--- src/rtl/alu_ctrl_sequencer_pkg.sv ---
// -----------------------------------------------------------------------------
// alu_ctrl_sequencer_pkg
//   Shared definitions for the ALU-control sequencer. It holds the ALUControl
//   operation codes (5-bit base encoding, zero-extended by the top to CTRL_W),
//   the R-type funct field values, the ALUOp classes, the mult/div op codes,
//   the FSM states, the decoder result struct and a small max helper.
// -----------------------------------------------------------------------------
package alu_ctrl_sequencer_pkg;

    typedef logic [4:0] code_t;

    // ALUControl operation codes
    localparam code_t ALU_SLL   = 5'd0;
    localparam code_t ALU_SRL   = 5'd1;
    localparam code_t ALU_SRA   = 5'd2;
    localparam code_t ALU_SLLV  = 5'd3;
    localparam code_t ALU_SRLV  = 5'd4;
    localparam code_t ALU_SRAV  = 5'd5;
    localparam code_t ALU_ADD   = 5'd6;
    localparam code_t ALU_SUB   = 5'd7;
    localparam code_t ALU_AND   = 5'd8;
    localparam code_t ALU_OR    = 5'd9;
    localparam code_t ALU_XOR   = 5'd10;
    localparam code_t ALU_NOR   = 5'd11;
    localparam code_t ALU_SLT   = 5'd12;
    localparam code_t ALU_MULT  = 5'd13;
    localparam code_t ALU_MULTU = 5'd14;
    localparam code_t ALU_DIV   = 5'd15;
    localparam code_t ALU_DIVU  = 5'd16;
    localparam code_t ALU_MFHI  = 5'd17;
    localparam code_t ALU_MFLO  = 5'd18;

    // R-type funct field values
    localparam logic [5:0] F_SLL   = 6'h00;
    localparam logic [5:0] F_SRL   = 6'h02;
    localparam logic [5:0] F_SRA   = 6'h03;
    localparam logic [5:0] F_SLLV  = 6'h04;
    localparam logic [5:0] F_SRLV  = 6'h06;
    localparam logic [5:0] F_SRAV  = 6'h07;
    localparam logic [5:0] F_MFHI  = 6'h10;
    localparam logic [5:0] F_MFLO  = 6'h12;
    localparam logic [5:0] F_MULT  = 6'h18;
    localparam logic [5:0] F_MULTU = 6'h19;
    localparam logic [5:0] F_DIV   = 6'h1A;
    localparam logic [5:0] F_DIVU  = 6'h1B;
    localparam logic [5:0] F_ADD   = 6'h20;
    localparam logic [5:0] F_SUB   = 6'h22;
    localparam logic [5:0] F_AND   = 6'h24;
    localparam logic [5:0] F_OR    = 6'h25;
    localparam logic [5:0] F_XOR   = 6'h26;
    localparam logic [5:0] F_NOR   = 6'h27;
    localparam logic [5:0] F_SLT   = 6'h2A;

    // ALUOp classes from the main decoder (11 is a legacy alias of subtract)
    typedef enum logic [1:0] {
        ALUOP_ADD     = 2'b00,
        ALUOP_SUB     = 2'b01,
        ALUOP_RTYPE   = 2'b10,
        ALUOP_SUB_ALT = 2'b11
    } aluop_e;

    // Mult/div op codes; bit 1 set means a divide
    typedef enum logic [1:0] {
        MD_MULT  = 2'b00,
        MD_MULTU = 2'b01,
        MD_DIV   = 2'b10,
        MD_DIVU  = 2'b11
    } md_op_e;

    typedef enum logic [1:0] {
        ST_IDLE    = 2'b00,
        ST_MD_RUN  = 2'b01,
        ST_MD_DONE = 2'b10
    } state_e;

    typedef struct packed {
        code_t  code;
        logic   is_md;
        md_op_e md_op;
        logic   illegal;
    } decode_t;

    function automatic int max_int(input int a, input int b);
        return (a > b) ? a : b;
    endfunction

endpackage

--- src/rtl/alu_ctrl_sequencer_if.sv ---
// -----------------------------------------------------------------------------
// alu_ctrl_sequencer_if
//   Bundles the sequencer's instruction handshake and control outputs.
//   master : the upstream main decoder / HI-LO side (drives in_valid, funct, ALUOp)
//   slave  : the sequencer (drives in_ready, ALUControl, ctrl_valid, illegal,
//            md_start, md_op, hilo_we)
// -----------------------------------------------------------------------------
interface alu_ctrl_sequencer_if #(
    parameter int CTRL_W = 5
) ();

    logic              in_valid;
    logic              in_ready;
    logic [5:0]        funct;
    logic [1:0]        ALUOp;
    logic [CTRL_W-1:0] ALUControl;
    logic              ctrl_valid;
    logic              illegal;
    logic              md_start;
    logic [1:0]        md_op;
    logic              hilo_we;

    modport master (
        output in_valid, funct, ALUOp,
        input  in_ready, ALUControl, ctrl_valid, illegal, md_start, md_op, hilo_we
    );

    modport slave (
        input  in_valid, funct, ALUOp,
        output in_ready, ALUControl, ctrl_valid, illegal, md_start, md_op, hilo_we
    );

endinterface

--- src/rtl/alu_ctrl_sequencer_funct_decode.sv ---
// -----------------------------------------------------------------------------
// alu_ctrl_sequencer_funct_decode
//   Pure combinational decode of {ALUOp, funct} into the base ALUControl code,
//   a mult/div flag with its op code, and an illegal-funct flag.
//   Ports:
//     alu_op  in   2   ALUOp class from the main decoder
//     funct   in   6   R-type funct field
//     dec     out  decode_t {code, is_md, md_op, illegal}
// -----------------------------------------------------------------------------
module alu_ctrl_sequencer_funct_decode
    import alu_ctrl_sequencer_pkg::*;
(
    input  logic [1:0] alu_op,
    input  logic [5:0] funct,
    output decode_t    dec
);

    always_comb begin
        // NOTE: every field gets a default before the case, so no path can
        // leave a field unassigned and infer a latch.
        dec.code    = ALU_ADD;
        dec.is_md   = 1'b0;
        dec.md_op   = MD_MULT;
        dec.illegal = 1'b0;

        case (aluop_e'(alu_op))
            ALUOP_ADD:                dec.code = ALU_ADD;
            ALUOP_SUB, ALUOP_SUB_ALT: dec.code = ALU_SUB;
            ALUOP_RTYPE: begin
                case (funct)
                    F_SLL:   dec.code = ALU_SLL;
                    F_SRL:   dec.code = ALU_SRL;
                    F_SRA:   dec.code = ALU_SRA;
                    F_SLLV:  dec.code = ALU_SLLV;
                    F_SRLV:  dec.code = ALU_SRLV;
                    F_SRAV:  dec.code = ALU_SRAV;
                    F_ADD:   dec.code = ALU_ADD;
                    F_SUB:   dec.code = ALU_SUB;
                    F_AND:   dec.code = ALU_AND;
                    F_OR:    dec.code = ALU_OR;
                    F_XOR:   dec.code = ALU_XOR;
                    F_NOR:   dec.code = ALU_NOR;
                    F_SLT:   dec.code = ALU_SLT;
                    F_MFHI:  dec.code = ALU_MFHI;
                    F_MFLO:  dec.code = ALU_MFLO;
                    F_MULT: begin
                        dec.code  = ALU_MULT;
                        dec.is_md = 1'b1;
                        dec.md_op = MD_MULT;
                    end
                    F_MULTU: begin
                        dec.code  = ALU_MULTU;
                        dec.is_md = 1'b1;
                        dec.md_op = MD_MULTU;
                    end
                    F_DIV: begin
                        dec.code  = ALU_DIV;
                        dec.is_md = 1'b1;
                        dec.md_op = MD_DIV;
                    end
                    F_DIVU: begin
                        dec.code  = ALU_DIVU;
                        dec.is_md = 1'b1;
                        dec.md_op = MD_DIVU;
                    end
                    // Unknown funct falls back to a harmless ADD and is flagged
                    default: dec.illegal = 1'b1;
                endcase
            end
        endcase
    end

endmodule

--- src/rtl/alu_ctrl_sequencer.sv ---
// -----------------------------------------------------------------------------
// alu_ctrl_sequencer
//   Registers the decoded ALUControl word for each accepted instruction and
//   sequences multi-cycle mult/div ops. While a mult/div runs, in_ready is low
//   and the upstream holds its next instruction. When the op ends, hilo_we
//   pulses and the next instruction (including MFHI/MFLO) may be accepted.
//   Parameters:
//     CTRL_W      ALUControl width (>= 5)
//     MUL_CYCLES  cycles spent running MULT/MULTU (>= 1)
//     DIV_CYCLES  cycles spent running DIV/DIVU (>= 1)
//   Ports:
//     clk    in   rising-edge clock
//     rst_n  in   asynchronous active-low reset
//     bus    slave modport of alu_ctrl_sequencer_if
// -----------------------------------------------------------------------------
module alu_ctrl_sequencer
    import alu_ctrl_sequencer_pkg::*;
#(
    parameter int CTRL_W     = 5,
    parameter int MUL_CYCLES = 4,
    parameter int DIV_CYCLES = 32
) (
    input  logic                 clk,
    input  logic                 rst_n,
    alu_ctrl_sequencer_if.slave  bus
);

    localparam int CNT_W = $clog2(max_int(MUL_CYCLES, DIV_CYCLES) + 1);

    // The counter is loaded with N-1, so the FSM stays in MD_RUN for exactly N cycles
    localparam logic [CNT_W-1:0] MUL_LOAD = CNT_W'(MUL_CYCLES - 1);
    localparam logic [CNT_W-1:0] DIV_LOAD = CNT_W'(DIV_CYCLES - 1);

    generate
        if (CTRL_W < 5) begin : g_bad_ctrl_w
            $error("alu_ctrl_sequencer: CTRL_W must be >= 5");
        end
        if (MUL_CYCLES < 1 || DIV_CYCLES < 1) begin : g_bad_cycles
            $error("alu_ctrl_sequencer: MUL_CYCLES and DIV_CYCLES must be >= 1");
        end
    endgenerate

    decode_t           dec;
    logic              accept;
    state_e            state_q, state_d;
    logic [CNT_W-1:0]  cnt_q, cnt_d;
    logic [CTRL_W-1:0] alu_control_q;
    logic              ctrl_valid_q;
    logic              illegal_q;
    logic              md_start_q;
    md_op_e            md_op_q;
    logic              hilo_we_q;

    alu_ctrl_sequencer_funct_decode u_decode (
        .alu_op (bus.ALUOp),
        .funct  (bus.funct),
        .dec    (dec)
    );

    assign bus.in_ready = (state_q != ST_MD_RUN);
    assign accept       = bus.in_valid & bus.in_ready;

    // Next-state and counter logic
    always_comb begin
        state_d = state_q;
        cnt_d   = cnt_q;
        case (state_q)
            ST_IDLE, ST_MD_DONE: begin
                if (accept && dec.is_md) begin
                    state_d = ST_MD_RUN;
                    cnt_d   = dec.md_op[1] ? DIV_LOAD : MUL_LOAD;
                end else begin
                    state_d = ST_IDLE;
                end
            end
            ST_MD_RUN: begin
                if (cnt_q == '0) begin
                    state_d = ST_MD_DONE;
                end else begin
                    cnt_d = cnt_q - CNT_W'(1);
                end
            end
            default: state_d = ST_IDLE;
        endcase
    end

    // NOTE: sequential state uses non-blocking assignments so every register
    // samples pre-edge values regardless of statement order.
    always_ff @(posedge clk or negedge rst_n) begin
        if (!rst_n) begin
            state_q <= ST_IDLE;
            cnt_q   <= '0;
        end else begin
            state_q <= state_d;
            cnt_q   <= cnt_d;
        end
    end

    // Output registers; ALUControl, illegal and md_op hold between accepts
    always_ff @(posedge clk or negedge rst_n) begin
        if (!rst_n) begin
            alu_control_q <= CTRL_W'(ALU_ADD);
            ctrl_valid_q  <= 1'b0;
            illegal_q     <= 1'b0;
            md_start_q    <= 1'b0;
            md_op_q       <= MD_MULT;
            hilo_we_q     <= 1'b0;
        end else begin
            ctrl_valid_q <= accept;
            md_start_q   <= accept & dec.is_md;
            // Last MD_RUN cycle: the pulse lands exactly in the MD_DONE cycle
            hilo_we_q    <= (state_q == ST_MD_RUN) && (cnt_q == '0);
            if (accept) begin
                alu_control_q <= CTRL_W'(dec.code);
                illegal_q     <= dec.illegal;
                if (dec.is_md) begin
                    md_op_q <= dec.md_op;
                end
            end
        end
    end

    assign bus.ALUControl = alu_control_q;
    assign bus.ctrl_valid = ctrl_valid_q;
    assign bus.illegal    = illegal_q;
    assign bus.md_start   = md_start_q;
    assign bus.md_op      = md_op_q;
    assign bus.hilo_we    = hilo_we_q;

endmodule

--- src/flat_wrapper.sv ---
// flat-port wrapper written by rule: the top's interface ports become plain ports
module alu_ctrl_sequencer_flat import alu_ctrl_sequencer_pkg::*;
#(
    parameter int CTRL_W     = 5,
    parameter int MUL_CYCLES = 4,
    parameter int DIV_CYCLES = 32
)
  (clk, rst_n, bus_in_valid, bus_funct, bus_ALUOp, bus_in_ready, bus_ALUControl, bus_ctrl_valid, bus_illegal, bus_md_start, bus_md_op, bus_hilo_we);
  alu_ctrl_sequencer_if #(.CTRL_W(CTRL_W)) bus_i ();
  input  logic clk;
  input  logic rst_n;
  input wire logic [$bits(bus_i.in_valid)-1:0] bus_in_valid;
  input wire logic [$bits(bus_i.funct)-1:0] bus_funct;
  input wire logic [$bits(bus_i.ALUOp)-1:0] bus_ALUOp;
  output wire logic [$bits(bus_i.in_ready)-1:0] bus_in_ready;
  output wire logic [$bits(bus_i.ALUControl)-1:0] bus_ALUControl;
  output wire logic [$bits(bus_i.ctrl_valid)-1:0] bus_ctrl_valid;
  output wire logic [$bits(bus_i.illegal)-1:0] bus_illegal;
  output wire logic [$bits(bus_i.md_start)-1:0] bus_md_start;
  output wire logic [$bits(bus_i.md_op)-1:0] bus_md_op;
  output wire logic [$bits(bus_i.hilo_we)-1:0] bus_hilo_we;
  assign bus_i.in_valid = bus_in_valid;
  assign bus_i.funct = bus_funct;
  assign bus_i.ALUOp = bus_ALUOp;
  assign bus_in_ready = bus_i.in_ready;
  assign bus_ALUControl = bus_i.ALUControl;
  assign bus_ctrl_valid = bus_i.ctrl_valid;
  assign bus_illegal = bus_i.illegal;
  assign bus_md_start = bus_i.md_start;
  assign bus_md_op = bus_i.md_op;
  assign bus_hilo_we = bus_i.hilo_we;
  alu_ctrl_sequencer #(.CTRL_W(CTRL_W), .MUL_CYCLES(MUL_CYCLES), .DIV_CYCLES(DIV_CYCLES)) u_core (.clk(clk), .rst_n(rst_n), .bus(bus_i));
endmodule
--- config.mk ---
export PLATFORM = sky130hd
export DESIGN_NAME = alu_ctrl_sequencer_flat
export DESIGN_NICKNAME = d
export VERILOG_FILES = /design/src/rtl/alu_ctrl_sequencer_pkg.sv /design/src/rtl/alu_ctrl_sequencer_if.sv /design/src/rtl/alu_ctrl_sequencer_funct_decode.sv /design/src/rtl/alu_ctrl_sequencer.sv /design/src/flat_wrapper.sv
export SDC_FILE = /design/constraint.sdc
export NUM_CORES = 1
export LEC_CHECK = 0
export BUFFER_PORTS_ARGS = -buffer_cell sky130_fd_sc_hd__buf_2
export CAP_MARGIN = 20
export CORE_UTILIZATION = 56
export CTS_BUF_LIST = sky130_fd_sc_hd__clkbuf_8
export CTS_CLUSTER_DIAMETER = 100
export CTS_CLUSTER_SIZE = 12
export DETAILED_ROUTE_END_ITERATION = 8
export MAX_ROUTING_LAYER = met4
export PLACE_DENSITY_LB_ADDON = 0.15
export SYNTH_ARGS = -nofsm -noshare
export SYNTH_HDL_FRONTEND = slang
export SYNTH_SLANG_ARGS = --single-unit
--- constraint.sdc ---
create_clock -name clk -period 1.9 [get_ports clk]
set_input_delay 0.38 -clock clk [delete_from_list [all_inputs] [get_ports clk]]
set_output_delay 0.38 -clock clk [all_outputs]
set_load 0.005 [all_outputs]
==> results of run 1 <==
## power by group through the flow
stage / combinational [mW] / sequential [mW] / clock [mW]
floorplan: 0.300 / 0.550 / 0
global placement: 0.400 / 0.558 / 0
detailed placement: 0.410 / 0.562 / 0
CTS: 0.411 / 0.555 / 0.273
global route: 0.479 / 0.569 / 0.286
finish: 0.409 / 0.557 / 0.267
## flip-flops by register name, summed over array words and instances (netlist names)
name                   count
u_core.cnt_q               6
u_core.bus.ALUControl      5
u_core.bus.md_op           2
u_core.state_q             2
u_core.bus.ctrl_valid      1
u_core.bus.hilo_we         1
u_core.bus.illegal         1
u_core.bus.md_start        1
## path summary, 6_finish.rpt
| kind | startpoint | endpoint | slack [ps] | cells after the start |
|---|---|---|---|---|
| worst max-delay path | u_core.cnt_q[0] | u_core.cnt_q[2] | 330 | 6 |
| worst min-delay path | rst_n | u_core.bus.ctrl_valid | 50 | 1 |
| worst max register to register | u_core.cnt_q[0] | u_core.cnt_q[2] | 330 | 6 |
| worst min register to register | u_core.bus.ALUControl[3] | u_core.bus.ALUControl[3] | 480 | 2 |
| max in group asynchronous | rst_n | u_core.bus.ALUControl[2] | 1520 | 1 |
| min in group clk | bus_ALUOp[1] | u_core.bus.ALUControl[0] | 370 | 3 |
## final cells by class
cell class                 count  area [µm²]
tap                           27        33.8
clock inverter                 1        3.75
fill                         174         639
inverter                       7        26.3
timing repair buffer          22         110
clock buffer                   3        41.3
multi-input combinational     96         649
sequential                    19         478
## through the flow
stage	hold WS (ps)	worst slack (ps)	utilization, %	area, µm²
floorplan	84.4	478	-	1200
global placement	327	280	65.5	1300
detailed placement	339	228	65.5	1300
CTS	66.9	321	67.7	1340
global route	91.1	201	67.7	1340
finish	54.1	329	67.7	1340
## kinds of logic after synthesis
| family | count (synthesis) | share of synthesized area (%) |
|---|---|---|
| compound gates | 37 | 22.2 |
| flops | 19 | 39.9 |
| xor+xnor | 1 | 0.732 |
| buf+inv | 14 | 5.85 |
| fa+ha+maj | 1 | 1.04 |
| simple gates | 55 | 28.5 |
| mux | 2 | 1.78 |
## metal layers
| metal | up-vias | routed length (µm) | GRT usage [%] |
|---|---|---|---|
| met5 | - | 0 | - |
| met4 | 0 | 25 | 5.00 |
| met3 | 5 | 153 | 2.22 |
| met2 | 46 | 955 | 30.1 |
| met1 | 486 | 1260 | 39.4 |
| li1 | 520 | - | - |
## synthesized netlist by cell type, drive strengths merged, types with 2 or more instances
cell      n  area share [%]
a31oi     3             1.6
o2bb2ai   3             2.2
nand3     4             1.7
nand2b    4             2.1
inv       7             2.2
nand2     7             2.4
buf       7             3.7
nor2     12             4.4
dfrtp    17              36
a22oi     2             1.3
o22ai     4             2.1
dfstp     2             4.4
nor3      5             2.5
nor2b    10             5.9
nand3b    2             1.3
o21ai     6             2.5
a21oi     6             2.8
## worst max-delay path, stage by stage (launching register included)
cell and delay (ps):
dfrtp_1 380, inv_1 60, ha_1 220, nor2b_1 180
a21oi_2 350, o22ai_1 120, o2bb2ai_1 150
## cell usage in the layout (no fill, tap or decap), drive strengths merged, types with 2 or more instances in the layout
master and count:
a31oi 3, nand2 7, a21oi 6, nand3 4, nor2 12, clkbuf 3
nor2b 10, o22ai 4, nor3 5, o21ai 6, o2bb2ai 3, dfrtp 17
dfstp 2, inv 8, nand3b 2, a22oi 2, nand2b 4, buf 22
==> qor.yml, run 1 <==
status: "finished clean"
power_switching_uw: 430
period_needed_ps: 1570
path_clk_slew_ps: 70
p_leak_nw: 0.602
fraction_of_registers_with_async_set_or_reset_after_synthesis_pct: 100
power_frac_clock_pct: 21.6
h_tree_depth: 1
swShare_pct: 34.9
ys_seq_area_share_pct: 39.9
ir_drop_uv: 592
first_global_vias: 819
worstHoldPathType: "input port to async pin"
syn_area_mm2: 0.00120
clk_latency_worst_skew_pair_ps: 250
worst-path-max-fanout: 7
cts-buffers-inserted: 3
ant_diodes: 0
cp_data_required_time_ps: 2030
fin_total_pwr_mw: 1.23
global_route.usage.total_pct: 23.7
timing_worst_setup_path_type: "flop to flop"
synth_ff_type: "dfrtp_1"
floorplan.die.height_um: 48.2
synthCells: 129
setup_total_negative_slack_ps: 0
rsz0062_at_grt: "no"
grt_pass1_wl_um: 3790
cts_root_buf: "clkbuf_8"
post_cts_resize_count: 0
fp.dieArea_mm2: 0.00233
drive_gt1_share_pct: 25.0
grt_start_max_net_pins: 20
combPwrFrac_pct: 33.2
drt_first_pass_iters: 4
relSlewSlack_pct: 72.7
post_cts_buffers: 0
num_vias: 1057
slew_of_the_pin_with_the_lowest_slew_margin_ps: 400
period_share_pct: 82.7
power_density_mw_per_mm2: 918
fmaxAchievable_mhz: 636
routed_wl_um: 2390
fp.coreArea_mm2: 0.00198
critical_path.startpoint_type: "flop"
route.antenna.remaining_nets: 0
top_level_ports: 23
buffer_ports.inserted: 22
post_drt_via_cell_ratio: 6.04
p_r_area_growth_vs_syn_pct: 12.1
rows: 16
finalHoldViolCount: 0
grt.overflow.total: 0
hpwlAfterDp_um: 1770
place.gp.congestion: 0.836
syn_nets: 141
first_iter_violations: 44
internal_power_uw: 803
initial_utilization_pct: 60.4
clock-sinks: 19
synthDistinctLibCells: 54
instances_no_fill: 175
final_setup_violations: 0
grt_antenna_before_repair: 0
nets: 161
post_detailed_route_wirelength_per_cell_um: 13.7
yosys_warnings: 0
cts_hold_buf: 0
clock-skew-final_ps: 3.51
critical_path_arrival_ps: 1700
placedCellCount: 171
ctsLongestPathBuffers: 2
route.detailed.drc: 0
seq_power_share_pct: 45.2
synth_enable_flop_cells: 0
syn_area_per_cell_um2: 9.28
crit_path_end_kind: "flop"
timing_max_transition_violations_final: 0
cts_tree: "yes"
floorplan.die.width_um: 48.2
cap_violations: 0
synth-seq-cells: 19
No activity file was read; power rests on OpenSTA's default activity.
==> run 2, diff against run 1 <==
--- a/config.mk
+++ b/config.mk
@@ -7,7 +7,7 @@
 export LEC_CHECK = 0
 export BUFFER_PORTS_ARGS = -buffer_cell sky130_fd_sc_hd__buf_2
 export CAP_MARGIN = 20
-export CORE_UTILIZATION = 56
+export CORE_UTILIZATION = 51
 export CTS_BUF_LIST = sky130_fd_sc_hd__clkbuf_8
 export CTS_CLUSTER_DIAMETER = 100
 export CTS_CLUSTER_SIZE = 12
==> constraint.sdc (replaced) <==
create_clock -name clk -period 1.43 [get_ports clk]
set_input_delay 0.286 -clock clk [delete_from_list [all_inputs] [get_ports clk]]
set_output_delay 0.286 -clock clk [all_outputs]
set_load 0.005 [all_outputs]
==> run 2 against run 1 <==
Effect of this change:
- core utilization shrank 0.43 points
- power grew 52%
- worst setup slack lost 290 ps
- register-to-register slack lost 290 ps
- sequential power grew 32%
- non-clock buffer count grew 15
- flip-flop and latch count is the same
- design area grew 11%
- hold slack gained 210 ps
==> qor.yml, run 2 (synthesized netlist as in run 1, its figures left out) <==
cts_tree: "yes"
setup_total_negative_slack_ps: 0  # unchanged
crit_path_end_kind: "flop"
p_r_area_growth_vs_syn_pct: 24.3
power_switching_uw: 668  # +55%
grt_start_max_net_pins: 20  # unchanged
cp_data_required_time_ps: 1570  # -460 ps
ir_drop_uv: 823  # +39%
drt_first_pass_iters: 4  # unchanged
grt.overflow.total: 0  # unchanged
slew_of_the_pin_with_the_lowest_slew_margin_ps: 395  # -4.71 ps
seq_power_share_pct: 39.5  # -5.7 points
fin_hold_ws_ps: 267  # +213 ps
registers.top_by_ff_count: "u_core.cnt_q"
first_iter_violations: 26  # -41%
most_common_cell_after_layout_fill_and_taps_aside: "buf_2"
fmaxAchievable_mhz: 721  # +13%
fp.dieArea_mm2: 0.00255  # +9.4%
finalHoldViolCount: 0  # unchanged
clock-sinks: 19  # unchanged
place.gp.congestion: 0.913  # +9.3%
placedCellCount: 185  # +8.2%
power_frac_clock_pct: 19.9  # -1.7 points
power_density_mw_per_mm2: 1260  # +37%
initial_utilization_pct: 54.1  # -6.3 points
final_setup_violations: 0  # unchanged
post_detailed_route_wirelength_per_cell_um: 14.9  # +8.8%
fp.coreArea_mm2: 0.00221  # +12%
worstHoldPathType: "input port to flop"
path_clk_slew_ps: 70  # about the same
instances_no_fill: 191  # +9.1%
p_leak_nw: 0.680  # +13%
floorplan.die.height_um: 50.5  # +4.6%
timing_max_transition_violations_final: 0  # unchanged
h_tree_depth: 1  # unchanged
critical_path.startpoint_type: "flop"
internal_power_mw: 1.20  # +50%
cap_violations: 0  # unchanged
period_share_pct: 97.0  # +14 points
num_vias: 1121  # +6.1%
swShare_pct: 35.7  # +0.87 points
top_level_ports: 23  # unchanged
grt_pass1_wl_um: 4580  # +21%
fin_total_pwr_mw: 1.87  # +52%
largest_reg_flops: 6  # unchanged
route.detailed.drc: 0  # unchanged
first_global_vias: 989  # +21%
clock-skew-final_ps: 1.44  # -2.07 ps
cts_root_buf: "clkbuf_8"
critical_path_arrival_ps: 1530  # -170 ps
cts-buffers-inserted: 3  # unchanged
status: "finished clean"
drive_gt1_share_pct: 34.4  # +9.4 points
ant_diodes: 0  # unchanged
nets: 176  # +9.3%
floorplan.die.width_um: 50.5  # +4.6%
combPwrFrac_pct: 40.6  # +7.4 points
relSlewSlack_pct: 73.0  # +0.32 points
buffer_ports.inserted: 22  # unchanged
route.antenna.remaining_nets: 0  # unchanged
routed_wl_um: 2840  # +19%
ctsLongestPathBuffers: 2  # unchanged
post_drt_via_cell_ratio: 5.87  # -2.8%
clk_latency_worst_skew_pair_ps: 260  # about the same
rows: 17  # +1
most-common-layout-cells: "buf_2, dfrtp_1, buf_4, nor2_1, nor2b_1"
timing_worst_setup_path_type: "flop to flop"
rsz0062_at_grt: "yes"
global_route.usage.total_pct: 24.5  # +0.78 points
worst-path-max-fanout: 7  # unchanged
period_needed_ps: 1390  # -184 ps
grt_antenna_before_repair: 0  # unchanged
hpwlAfterDp_um: 2020  # +14%
-- run 2: metrics by stage --
stage	instance area [µm²]	worst slack (ps)	utilization, %
global placement	1400	19.3	63.1
detailed placement	1400	-37.0	63.1
CTS	1450	14.8	65.7
global route	1490	-52.0	67.3
finish	1490	42.4	67.3
floorplan	1200	7.78	-
-- run 2: power by group through the flow --
stage	logic [mW]	registers, mW	clock network (mW)
2_1_floorplan	0.398	0.730	0
3_3_place_gp	0.637	0.735	0
3_5_place_dp	0.662	0.739	0
4_1_cts	0.672	0.729	0.371
5_1_grt	0.838	0.757	0.386
6_report	0.758	0.738	0.373
-- run 2: metal layers --
layer	routed length (µm)	share of wire (%)	global-route usage [%]	vias up
met2	1350	48	37.3	40
li1	-	-	-	545
met3	131	4.6	3.03	7
met1	1300	46	33.3	529
met4	53	1.9	9.26	0
met5	0	0	-	-
-- run 2: area by class of cell --
type,count,area [µm²]
clock inverter,1,3.75
inverter,7,28.8
tap,28,35.0
clock buffer,3,41.3
timing repair buffer,37,225
fill,181,723
sequential,19,478
multi-input combinational,96,677
-- run 2: path summary, 6_finish.rpt --
| kind | slack (ps) | startpoint | cells past startpoint | to |
|---|---|---|---|---|
| setup / recovery | 40 | u_core.cnt_q[1] | 6 | u_core.cnt_q[3] |
| hold reg to reg | 480 | u_core.bus.ALUControl[4] | 2 | u_core.bus.ALUControl[4] |
| hold / removal | 270 | bus_ALUOp[1] | 3 | u_core.bus.ALUControl[0] |
| max in group asynchronous | 620 | rst_n | 2 | u_core.bus.ALUControl[1] |
| min in group asynchronous | 490 | rst_n | 2 | u_core.bus.ALUControl[3] |
| setup reg to reg | 40 | u_core.cnt_q[1] | 6 | u_core.cnt_q[3] |
-- run 2: timing repair --
| action | in CTS | in global routing |
|---|---|---|
| gates cloned | 0 | 0 |
| resized for setup | 1 | 7 |
| hold buffers | 1 | 0 |
| buffers inserted | 0 | 2 |
| pin swaps | 0 | 2 |
| endpoints found under the hold margin | 17 | 0 |
| endpoints found under the setup margin | 1 | 8 |
-- run 2: worst max-delay path: stages (launching register included) --
cell and delay (ps):
dfrtp_1 370, inv_2 50, ha_2 170, nor2b_4 130, a21oi_4 260, o22ai_1 130, o2bb2ai_1 150
==> run 3, diff against run 2 <==
--- a/config.mk
+++ b/config.mk
@@ -5,6 +5,7 @@
 export SDC_FILE = /design/constraint.sdc
 export NUM_CORES = 1
 export LEC_CHECK = 0
+export ABC_AREA = 1
 export BUFFER_PORTS_ARGS = -buffer_cell sky130_fd_sc_hd__buf_2
 export CAP_MARGIN = 20
 export CORE_UTILIZATION = 51
==> run 3 against run 2 <==
Effect of this change:
- first-iteration DRC count is 130% higher
- core utilization is 1.0 points higher
- non-clock buffer count is 2 lower
- highest routed layer unchanged
- global-route usage is 0.099 points higher
- the flow now finishes with violations (negative setup slack)
- critical endpoint is now u_core.cnt_q[2]
- synthesized cell count is 28% higher
- die area is 1.6% higher
- clock-buffer cell count stayed put
- via count is 6.5% higher
- hold slack better by 22 ps
==> qor.yml, run 3 <==
grt.overflow.total: 0  # unchanged
worstHoldPathType: "input port to flop"
hold_path_depth: 3  # unchanged
timing_worst_setup_path_type: "flop to flop"
setup_total_negative_slack_ps: -5.21  # -5.21 ps
synth_enable_flop_cells: 0  # unchanged
crit_path_end_kind: "flop"
timing.rr.end: "u_core.cnt_q[2]"
critical_path_arrival_ps: 1630  # +100 ps
cp_num_buf_inv: 2  # +1
critical_path.startpoint_type: "flop"
drive_gt1_share_pct: 33.8  # -0.53 points
grt_start_max_net_pins: 20  # unchanged
registers.top_by_ff_count: "u_core.cnt_q"
fp.coreArea_mm2: 0.00223  # +0.96%
layout.filler_cells: 197  # +8.8%
fraction_of_registers_with_async_set_or_reset_after_synthesis_pct: 100  # unchanged
slew_of_the_pin_with_the_lowest_slew_margin_ps: 437  # +41.8 ps
instances_no_fill: 232  # +21%
syn_nets: 177  # +26%
largest_reg_flops: 6  # unchanged
power_density_mw_per_mm2: 815  # -35%
hpwlAfterDp_um: 2010  # -0.90%
yosysTopAreaCell: "dfrtp_1"
fin_total_pwr_mw: 1.24  # -33%
cts-buffers-inserted: 3  # unchanged
cts_root_buf: "clkbuf_8"
placedCellCount: 222  # +20%
finalHoldViolCount: 0  # unchanged
place.gp.congestion: 0.930  # +1.9%
period_share_pct: 100  # +3.3 points
first_global_vias: 1075  # +8.7%
routed_wl_um: 2760  # -2.9%
route.detailed.drc: 0  # unchanged
syn_area_mm2: 0.00122  # +1.7%
synth.top_cells.by_area: "dfrtp_1, nand2_1, nor2_1"
synth_most_common_cell: "nand2_1"
clock-skew-final_ps: 4.94  # +3.49 ps
synth-seq-cells: 19  # unchanged
global_route.usage.total_pct: 24.6  # +0.099 points
buffer_ports.inserted: 22  # unchanged
num_vias: 1194  # +6.5%
worstReg2RegStart: "u_core.cnt_q[1]"
synthDistinctLibCells: 22  # -59%
post_drt_via_cell_ratio: 5.15  # -12%
timing_max_transition_violations_final: 0  # unchanged
postLayoutSetupSlackWorst_ps: -5.21  # -47.6 ps
violated_checks: "negative setup slack"
ant_diodes: 0  # unchanged
route.antenna.remaining_nets: 0  # unchanged
hold_path.startpoint: "bus_ALUOp[1]"
nets: 217  # +23%
cts_tree: "yes"
fp.dieArea_mm2: 0.00259  # +1.6%
rsz0062_at_grt: "yes"
h_tree_depth: 1  # unchanged
relSlewSlack_pct: 70.8  # -2.2 points
post-synth-top-area-fraction_pct: 34.9  # -0.58 points
hold_path_end: "u_core.bus.ALUControl[0]"
ir_drop_uv: 640  # -22%
most_common_cell_after_layout_fill_and_taps_aside: "nand2_1"
cp_data_required_time_ps: 1630  # +60 ps
fmaxAchievable_mhz: 697  # -3.3%
floorplan.die.height_um: 50.9  # +0.79%
critical_path.startpoint: "u_core.cnt_q[1]"
syn_area_per_cell_um2: 7.38  # -21%
r2r.worst_path.cells: 10  # +4
post_detailed_route_wirelength_per_cell_um: 11.9  # -20%
path_clk_slew_ps: 80  # about the same
yosys_warnings: 0  # unchanged
top_level_ports: 23  # unchanged
ys_seq_area_share_pct: 39.3  # -0.66 points
worst-path-max-fanout: 6  # -1
clock-sinks: 19  # unchanged
ctsLongestPathBuffers: 2  # unchanged
initial_utilization_pct: 54.5  # +0.38 points
synth_ff_type: "dfrtp_1"
p_r_area_growth_vs_syn_pct: 25.4
worst-r2r-setup-slack_ps: -5  # -50 ps
p_leak_nw: 0.840  # +24%
drt_first_pass_iters: 4  # unchanged
period_needed_ps: 1440  # +47.6 ps
ys_top_cells_by_count: "nand2_1, nor2_1, dfrtp_1"
cp_cell_sequence: "inv_2 > ha_4 > inv_2 > nor2_4 > nand4_1 > nand2_2 > nand2_4 > o21ai_1 > nand2_1 > nand2_1"
crit_path_top_delay_cell: "dfrtp_1"
final_setup_violations: 1  # +1
cap_violations: 0  # unchanged
clk_latency_worst_skew_pair_ps: 250  # about the same
critical_path.top_delay_family: "simple AND/OR/NAND/NOR gates"
floorplan.die.width_um: 50.9  # +0.79%
critical_path.max_stage_delay_ps: 390  # +20 ps
synthCells: 165  # +28%
first_iter_violations: 61  # +130%
grt_antenna_before_repair: 0  # unchanged
rows: 17  # unchanged
grt_pass1_wl_um: 4700  # +2.6%
status: "finished, violations left"
most-common-layout-cells: "nand2_1, nor2_1, buf_2, dfrtp_1, nand3_1"
-- run 3: worst min-delay path, stage by stage --
cell and delay [ps]:
buf_2 100, nand2_1 60, a21oi_1 50
-- run 3: worst max-delay path by stage --
stage | to | slack, ps | depth (start not counted)
2_1_floorplan | u_core.cnt_q[0] | -8 | 10
3_3_place_gp | u_core.cnt_q[2] | -6 | 10
3_5_place_dp | u_core.cnt_q[2] | -40 | 10
4_1_cts | u_core.cnt_q[5] | 5 | 10
5_1_grt | u_core.cnt_q[2] | -90 | 10
6_report | u_core.cnt_q[2] | -5 | 10
-- run 3: cell type report --
cell class                 instances  area, µm²  area share [%]
multi-input combinational        127        682            44.7
sequential                        19        478            31.3
timing repair buffer              35        214            14.0
inverter                          19       71.3            4.67
clock buffer                       3       41.3            2.70
tap                               28       35.0            2.30
clock inverter                     1       5.00           0.328
-- run 3: routing by layer --
metal	global-route usage, %	vias up	wire [µm]	share of wire, %
li1	-	605	-	-
met1	34.3	533	1330	48
met2	39.6	54	1270	46
met3	2.68	2	144	5.2
met4	4.17	0	8	0.29
met5	-	-	0	0
-- run 3: cell families (layout without fill, tap and decap cells) --
family	count (synthesis)	in the layout	synth area share (%)
adder cells (fa/ha/maj)	1	1	1.03
flip-flops	19	19	39.3
AO/OA/AOI/OAI	19	19	9.76
buffers and inverters	20	58	7.50
XOR/XNOR	2	2	1.44
AND/OR/NAND/NOR	104	105	41.0
-- run 3: repair_timing --
action | CTS | global route
pin swaps | 4 | 5
buffers inserted | 3 | 1
endpoints found under the setup margin | 6 | 9
cloned | 1 | 0
hold buffers | 1 | 0
endpoints found under the hold margin | 17 | 0
gates resized for setup | 2 | 3
-- run 3: report_power, final --
group | leakage [nW] | switching (mW) | internal (mW)
combinational | 0.565 | 0.170 | 0.123
clock | 0.0255 | 0.180 | 0.193
sequential | 0.250 | 0.0127 | 0.565
-- run 3: stage by stage --
stage          hold slack, ps  instance area [µm²]  worst slack [ps]  util, %
2_1_floorplan           -9.59                 1240             -8.25        -
3_3_place_gp              243                 1430             -6.15     63.8
3_5_place_dp              247                 1430             -43.0     63.8
4_1_cts                   288                 1520              5.10     67.8
5_1_grt                   309                 1530             -94.7     68.3
6_report                  288                 1530             -5.21     68.3
